--- src/rtl/demux_1to4_stream_pkg.sv ---
// rtl/demux_1to4_stream_pkg.sv - shared constants and lane-state type for the 1:4 stream demux
package demux_pkg;

    localparam int DEMUX_WIDTH   = 32;
    localparam int DEMUX_NUM_OUT = 4;
    localparam int DEMUX_SEL_W   = 2;

    typedef enum logic {
        SLOT_EMPTY = 1'b0,
        SLOT_FULL  = 1'b1
    } slot_state_t;

endpackage

--- src/rtl/demux_1to4_stream_if.sv ---
// rtl/demux_1to4_stream_if.sv - producer/consumer bundle for the demux; out_cnt exists only with DEMUX_COUNT_EN
interface demux_1to4_stream_if
    import demux_pkg::*;
#(
    parameter int WIDTH   = DEMUX_WIDTH,
    parameter int NUM_OUT = DEMUX_NUM_OUT
`ifdef DEMUX_COUNT_EN
    ,
    parameter int CNT_W   = 16
`endif
);

    logic                     in_valid;
    logic                     in_ready;
    logic [DEMUX_SEL_W-1:0]   in_sel;
    logic [WIDTH-1:0]         in_data;
    logic [NUM_OUT-1:0]       out_valid;
    logic [NUM_OUT-1:0]       out_ready;
    logic [NUM_OUT*WIDTH-1:0] out_data;
`ifdef DEMUX_COUNT_EN
    logic [NUM_OUT*CNT_W-1:0] out_cnt;
`endif

    // slave is the demux side; master is the bench/system side driving it
    modport slave (
        input  in_valid, in_sel, in_data, out_ready,
        output in_ready, out_valid, out_data
`ifdef DEMUX_COUNT_EN
        ,
        output out_cnt
`endif
    );

    modport master (
        output in_valid, in_sel, in_data, out_ready,
        input  in_ready, out_valid, out_data
`ifdef DEMUX_COUNT_EN
        ,
        input  out_cnt
`endif
    );

endinterface

--- src/rtl/demux_1to4_stream_slot.sv ---
// rtl/demux_1to4_stream_slot.sv - one-entry output lane buffer; pop counter under DEMUX_COUNT_EN
module demux_slot
    import demux_pkg::*;
#(
    parameter int WIDTH = DEMUX_WIDTH
`ifdef DEMUX_COUNT_EN
    ,
    parameter int CNT_W = 16
`endif
) (
    input  logic             clk,
    input  logic             rst,
    input  logic             push,
    input  logic             ready,
    input  logic [WIDTH-1:0] din,
    output logic             full,
    output logic [WIDTH-1:0] dout
`ifdef DEMUX_COUNT_EN
    ,
    output logic [CNT_W-1:0] cnt
`endif
);

    slot_state_t      state, state_nxt;
    logic [WIDTH-1:0] data_q;
    logic             pop;

    assign pop = full & ready;

    always_ff @(posedge clk or posedge rst) begin
        if (rst) state <= SLOT_EMPTY;
        else     state <= state_nxt;
    end

    always_comb begin
        state_nxt = state;
        case (state)
            SLOT_EMPTY: if (push)         state_nxt = SLOT_FULL;
            SLOT_FULL:  if (pop && !push) state_nxt = SLOT_EMPTY;
            default:                      state_nxt = SLOT_EMPTY;
        endcase
    end

    always_comb begin
        full = (state == SLOT_FULL);
        dout = data_q;
    end

    // a push while full is only allowed alongside a pop, so reloading here never drops a word
    always_ff @(posedge clk or posedge rst) begin
        if (rst)       data_q <= '0;
        else if (push) data_q <= din;
    end

`ifdef DEMUX_COUNT_EN
    always_ff @(posedge clk or posedge rst) begin
        if (rst)      cnt <= '0;
        else if (pop) cnt <= cnt + 1'b1;
    end
`endif

endmodule

--- src/rtl/demux_1to4_stream.sv ---
// rtl/demux_1to4_stream.sv - 1:4 stream demux top: select decode and in_ready steering (DEMUX_COUNT_EN adds lane counters)
module demux_1to4_stream
    import demux_pkg::*;
#(
    parameter int WIDTH   = DEMUX_WIDTH,
    parameter int NUM_OUT = DEMUX_NUM_OUT
`ifdef DEMUX_COUNT_EN
    ,
    parameter int CNT_W   = 16
`endif
) (
    input  logic                 clk,
    input  logic                 rst,
    demux_1to4_stream_if.slave   bus
);

    logic [NUM_OUT-1:0] full;
    logic [NUM_OUT-1:0] push;
    logic               push_any;
    logic [WIDTH-1:0]   lane_data [NUM_OUT];
`ifdef DEMUX_COUNT_EN
    logic [CNT_W-1:0]   lane_cnt  [NUM_OUT];
`endif

    // ready depends only on the addressed lane, so a stalled lane never blocks the others
    assign bus.in_ready  = !full[bus.in_sel] | bus.out_ready[bus.in_sel];
    assign push_any      = bus.in_valid & bus.in_ready;
    assign bus.out_valid = full;

    for (genvar i = 0; i < NUM_OUT; i++) begin : g_lane
        assign push[i] = push_any & (bus.in_sel == DEMUX_SEL_W'(i));

        demux_slot #(
            .WIDTH (WIDTH)
`ifdef DEMUX_COUNT_EN
            ,
            .CNT_W (CNT_W)
`endif
        ) u_slot (
            .clk   (clk),
            .rst   (rst),
            .push  (push[i]),
            .ready (bus.out_ready[i]),
            .din   (bus.in_data),
            .full  (full[i]),
            .dout  (lane_data[i])
`ifdef DEMUX_COUNT_EN
            ,
            .cnt   (lane_cnt[i])
`endif
        );

        assign bus.out_data[i*WIDTH +: WIDTH] = lane_data[i];
`ifdef DEMUX_COUNT_EN
        assign bus.out_cnt[i*CNT_W +: CNT_W]  = lane_cnt[i];
`endif
    end

endmodule

--- src/flat_wrapper.sv ---
// flat-port wrapper written by rule: the top's interface ports become plain ports
module demux_1to4_stream_flat import demux_pkg::*;
#(
    parameter int WIDTH   = DEMUX_WIDTH,
    parameter int NUM_OUT = DEMUX_NUM_OUT

)
  (clk, rst, bus_in_valid, bus_in_sel, bus_in_data, bus_out_ready, bus_in_ready, bus_out_valid, bus_out_data);
  demux_1to4_stream_if #(.WIDTH(WIDTH), .NUM_OUT(NUM_OUT)) bus_i ();
  input  logic clk;
  input  logic rst;
  input wire logic [$bits(bus_i.in_valid)-1:0] bus_in_valid;
  input wire logic [$bits(bus_i.in_sel)-1:0] bus_in_sel;
  input wire logic [$bits(bus_i.in_data)-1:0] bus_in_data;
  input wire logic [$bits(bus_i.out_ready)-1:0] bus_out_ready;
  output wire logic [$bits(bus_i.in_ready)-1:0] bus_in_ready;
  output wire logic [$bits(bus_i.out_valid)-1:0] bus_out_valid;
  output wire logic [$bits(bus_i.out_data)-1:0] bus_out_data;
  assign bus_i.in_valid = bus_in_valid;
  assign bus_i.in_sel = bus_in_sel;
  assign bus_i.in_data = bus_in_data;
  assign bus_i.out_ready = bus_out_ready;
  assign bus_in_ready = bus_i.in_ready;
  assign bus_out_valid = bus_i.out_valid;
  assign bus_out_data = bus_i.out_data;
  demux_1to4_stream #(.WIDTH(WIDTH), .NUM_OUT(NUM_OUT)) u_core (.clk(clk), .rst(rst), .bus(bus_i));
endmodule
--- config.mk ---
export PLATFORM = sky130hd
export DESIGN_NAME = demux_1to4_stream_flat
export DESIGN_NICKNAME = d
export VERILOG_FILES = /design/src/rtl/demux_1to4_stream_pkg.sv /design/src/rtl/demux_1to4_stream_if.sv /design/src/rtl/demux_1to4_stream_slot.sv /design/src/rtl/demux_1to4_stream.sv /design/src/flat_wrapper.sv
export SDC_FILE = /design/constraint.sdc
export NUM_CORES = 1
export LEC_CHECK = 0
export BUFFER_PORTS_ARGS = -buffer_cell sky130_fd_sc_hd__buf_2
export CORE_UTILIZATION = 40
export CTS_BUF_LIST = sky130_fd_sc_hd__clkbuf_4
export DETAILED_ROUTE_END_ITERATION = 6
export GPL_TIMING_DRIVEN = 0
export PLACE_DENSITY = 0.72
export SETUP_SLACK_MARGIN = 0.1
export SYNTH_ARGS = -nofsm -noshare
export SYNTH_HDL_FRONTEND = slang
export SYNTH_SLANG_ARGS = --single-unit
--- constraint.sdc ---
create_clock -name clk -period 9.8 [get_ports clk]
set_input_delay 1.96 -clock clk [delete_from_list [all_inputs] [get_ports clk]]
set_output_delay 1.96 -clock clk [all_outputs]
set_load 0.01 [all_outputs]
==> results by group <==
Synth
  • Yosys reg bits: approximately 130
  • Avg Synthesized Cell Area: 17.5 um^2
  • Synthesized Nets: 337
  • Largest family of logic cells by synthesized area: multiplexers
  • Seq/Total Area, Yosys: 63.8%
  • Biggest area consumer among synthesized cells: dfrtp_1
  • Synth cell types: 20
  • Post-synthesis mux area share: 30.5%
  • Post-Synth XOR/XNOR Area: 0%
  • Synthesis Warnings: 0
  • Synth top area share: 63.8%
  • Synthesized area: 5180 um^2
  • Post-synthesis compound-gate area fraction: 0.0967%
  • Synth top area cells: dfrtp_1, mux2_2, mux2_4
  • Adder-Cell Fraction of Synth Area: 0%
  • Post-Synthesis Cells: around 300
  • Synth Area in Simple Gates: under 10%

Job
  • Number of max-cap violations: 0

Global routing
  • Met2 Usage GRT: 29.7%
  • Pin count of the biggest net entering global routing: 91
  • Initial antenna violation count: 1
  • Routing usage on met1: roughly a fifth
  • Global-route wire length before repair: about 17000 um
  • Met3 Resource Use GR: 6.49%
  • Total gr overflow: 0
  • GRT busiest layer: met2
  • Vias in the first global route: 3283
  • All-Layer GR Usage: about 18%

Timing
  • Setup TNS: 0 ns
  • Smallest hold slack: ~0.50 ns
  • Crit share post-route: 49.7%
  • RSZ-0062 raised after global routing: no
  • Worst-Margin Slew: 0.512 ns
  • Upper clock frequency limit: 205 MHz
  • Pins over their slew limit: 0
  • # setup viols final: 0
  • Max-slew headroom: between 60% and 70%
  • Worst Skew: 0.0214 ns
  • Tmin final: approximately 4.9 ns
  • Final hold violations: 0

Clock network
  • Worst-Skew Late Latency: 0.53 ns
  • Clock Sinks: 132
  • Post-CTS Setup Bufs: 0
  • Post-CTS Resized: 0
  • CTS Buf Count: 17
  • CTS hold repair buffers: 0
  • Maximum clock insertion buffer count: 2
  • Root Driver: clkbuf_4
  • CTS tree: yes
  • H-tree levels: 4
  • Clock transition at path regs: 0.10 ns

Final layout
  • Fin nets: 530
  • Commonest non-fill, non-tap cell in the layout: buf_2
  • Final Non-Filler Cells: just under 700
  • Most frequent cells in the layout: buf_2, dfrtp_1, mux2_2, mux2_4, clkbuf_4
  • Syn-to-layout area delta: 26.6%
  • Fraction of layout cells with a size suffix above 1: 69.9%

Power
  • Power Density: 215 nW/um^2
  • P_leak: 3.18 nW
  • Power Total: between 1 and 1.5 mW
  • Max IR drop VDD: between 0.1 and 0.15 mV

Setup path
  • CP endpoint kind: output port
  • CP Max Fanout: 3
  • Required @ worst endpoint: 7.84 ns
  • Setup CP Type: primary input to output port
  • Data arrival time of the critical path: ~2.9 ns
  • CP Launch Type: primary input

Routing
  • Wirelength per Cell: 16.7 um
  • Post-route ant nets: 0
  • Vias: 3185
  • DRT Pass-1 Iters: 4
  • Vias/cell: between 4 and 5
  • Initial DRC Count: 133
  • DRC errors left: 0
  • Routed WL: between 10000 and 15000 um

Floorplan
  • Die width: 116 um
  • # rows: between 40 and 50
  • Total die area: 13400 um^2
  • Core area: 12600 um^2
  • Die Span Y: 116 um
  • I/O pins: 174
  • Initial Util: 41.0%

Status
  • Status: finished clean

Place
  • RePlAce Congestion: 0.750
  • Placed insts: 642
  • Buffers on Ports: 173
  • Dpl hpwl: approximately 8000 um

Min path
  • Hold WC Path Type: flip-flop to flip-flop
path summary, 6_finish.rpt:
path | endpoint | startpoint | slack [ns] | cells after the start
min | u_core.g_lane[3].u_slot.dout[3] | u_core.g_lane[3].u_slot.dout[3] | 0.50 | 1
max | bus_in_ready | bus_out_ready[1] | 4.92 | 4
max in group asynchronous | u_core.g_lane[0].u_slot.dout[18] | rst | 7.61 | 3
min reg2reg | u_core.g_lane[3].u_slot.dout[3] | u_core.g_lane[3].u_slot.dout[3] | 0.50 | 1
min in group asynchronous | u_core.g_lane[0].u_slot.dout[7] | rst | 1.43 | 2
max reg2reg | u_core.g_lane[2].u_slot.dout[10] | u_core.g_lane[2].u_slot.full | 8.16 | 4
state kept, by name, indices dropped and copies added, names as in the netlist:
| signal | count |
|---|---|
| u_core.g_lane.u_slot.full | 4 |
| u_core.g_lane.u_slot.dout | 128 |
power breakdown:
part	internal (mW)	total, mW	switching (mW)
Combinational	0.190	0.354	0.164
Sequential	0.657	0.715	0.0578
Clock	0.151	0.339	0.188
Total	0.998	1.41	0.410
critical path: stages:
cell and delay [ns]:
buf_2 0.10, nand2b_1 0.17, mux4_1 0.52, buf_2 0.16
cell usage after synthesis, drive strengths merged:
cell type	count
nor3b	1
nand2	5
o21ai	1
mux2	128
inv	1
buf	18
nor2b	2
nand2b	4
dfrtp	132
nand3	1
mux4	1
nand3b	1
and3	1
through the flow:
step           utilization (%)  instance area [um^2]  setup WS, ns
3_3_place_gp              49.6                  6260          3.00
6_report                  51.9                  6550          4.92
2_1_floorplan                -                  5180          4.31
5_1_grt                   51.9                  6550          4.89
3_5_place_dp              49.9                  6290          4.92
4_1_cts                   51.9                  6550          4.92
cells by family after synthesis:
| logic type | Yosys count |
|---|---|
| buf+inv | 19 |
| simple gates | 15 |
| flops | 132 |
| mux | 129 |
| compound gates | 1 |
final cells by class:
cell class                 count  area (um^2)
buffer                        18          183
tap                          172          215
clock buffer                  19          143
antenna                        1         2.50
timing repair buffer         174          893
multi-input combinational    145         1690
fill                        1113         6070
clock inverter                13          116
inverter                       1         8.76
sequential                   132         3300
per-layer routing:
metal,up-vias,wire length [um]
met2,99,5700
met5,-,0
li1,1430,-
met1,1649,4840
met3,7,622
met4,0,120
No activity file was read; power rests on OpenSTA's default activity.
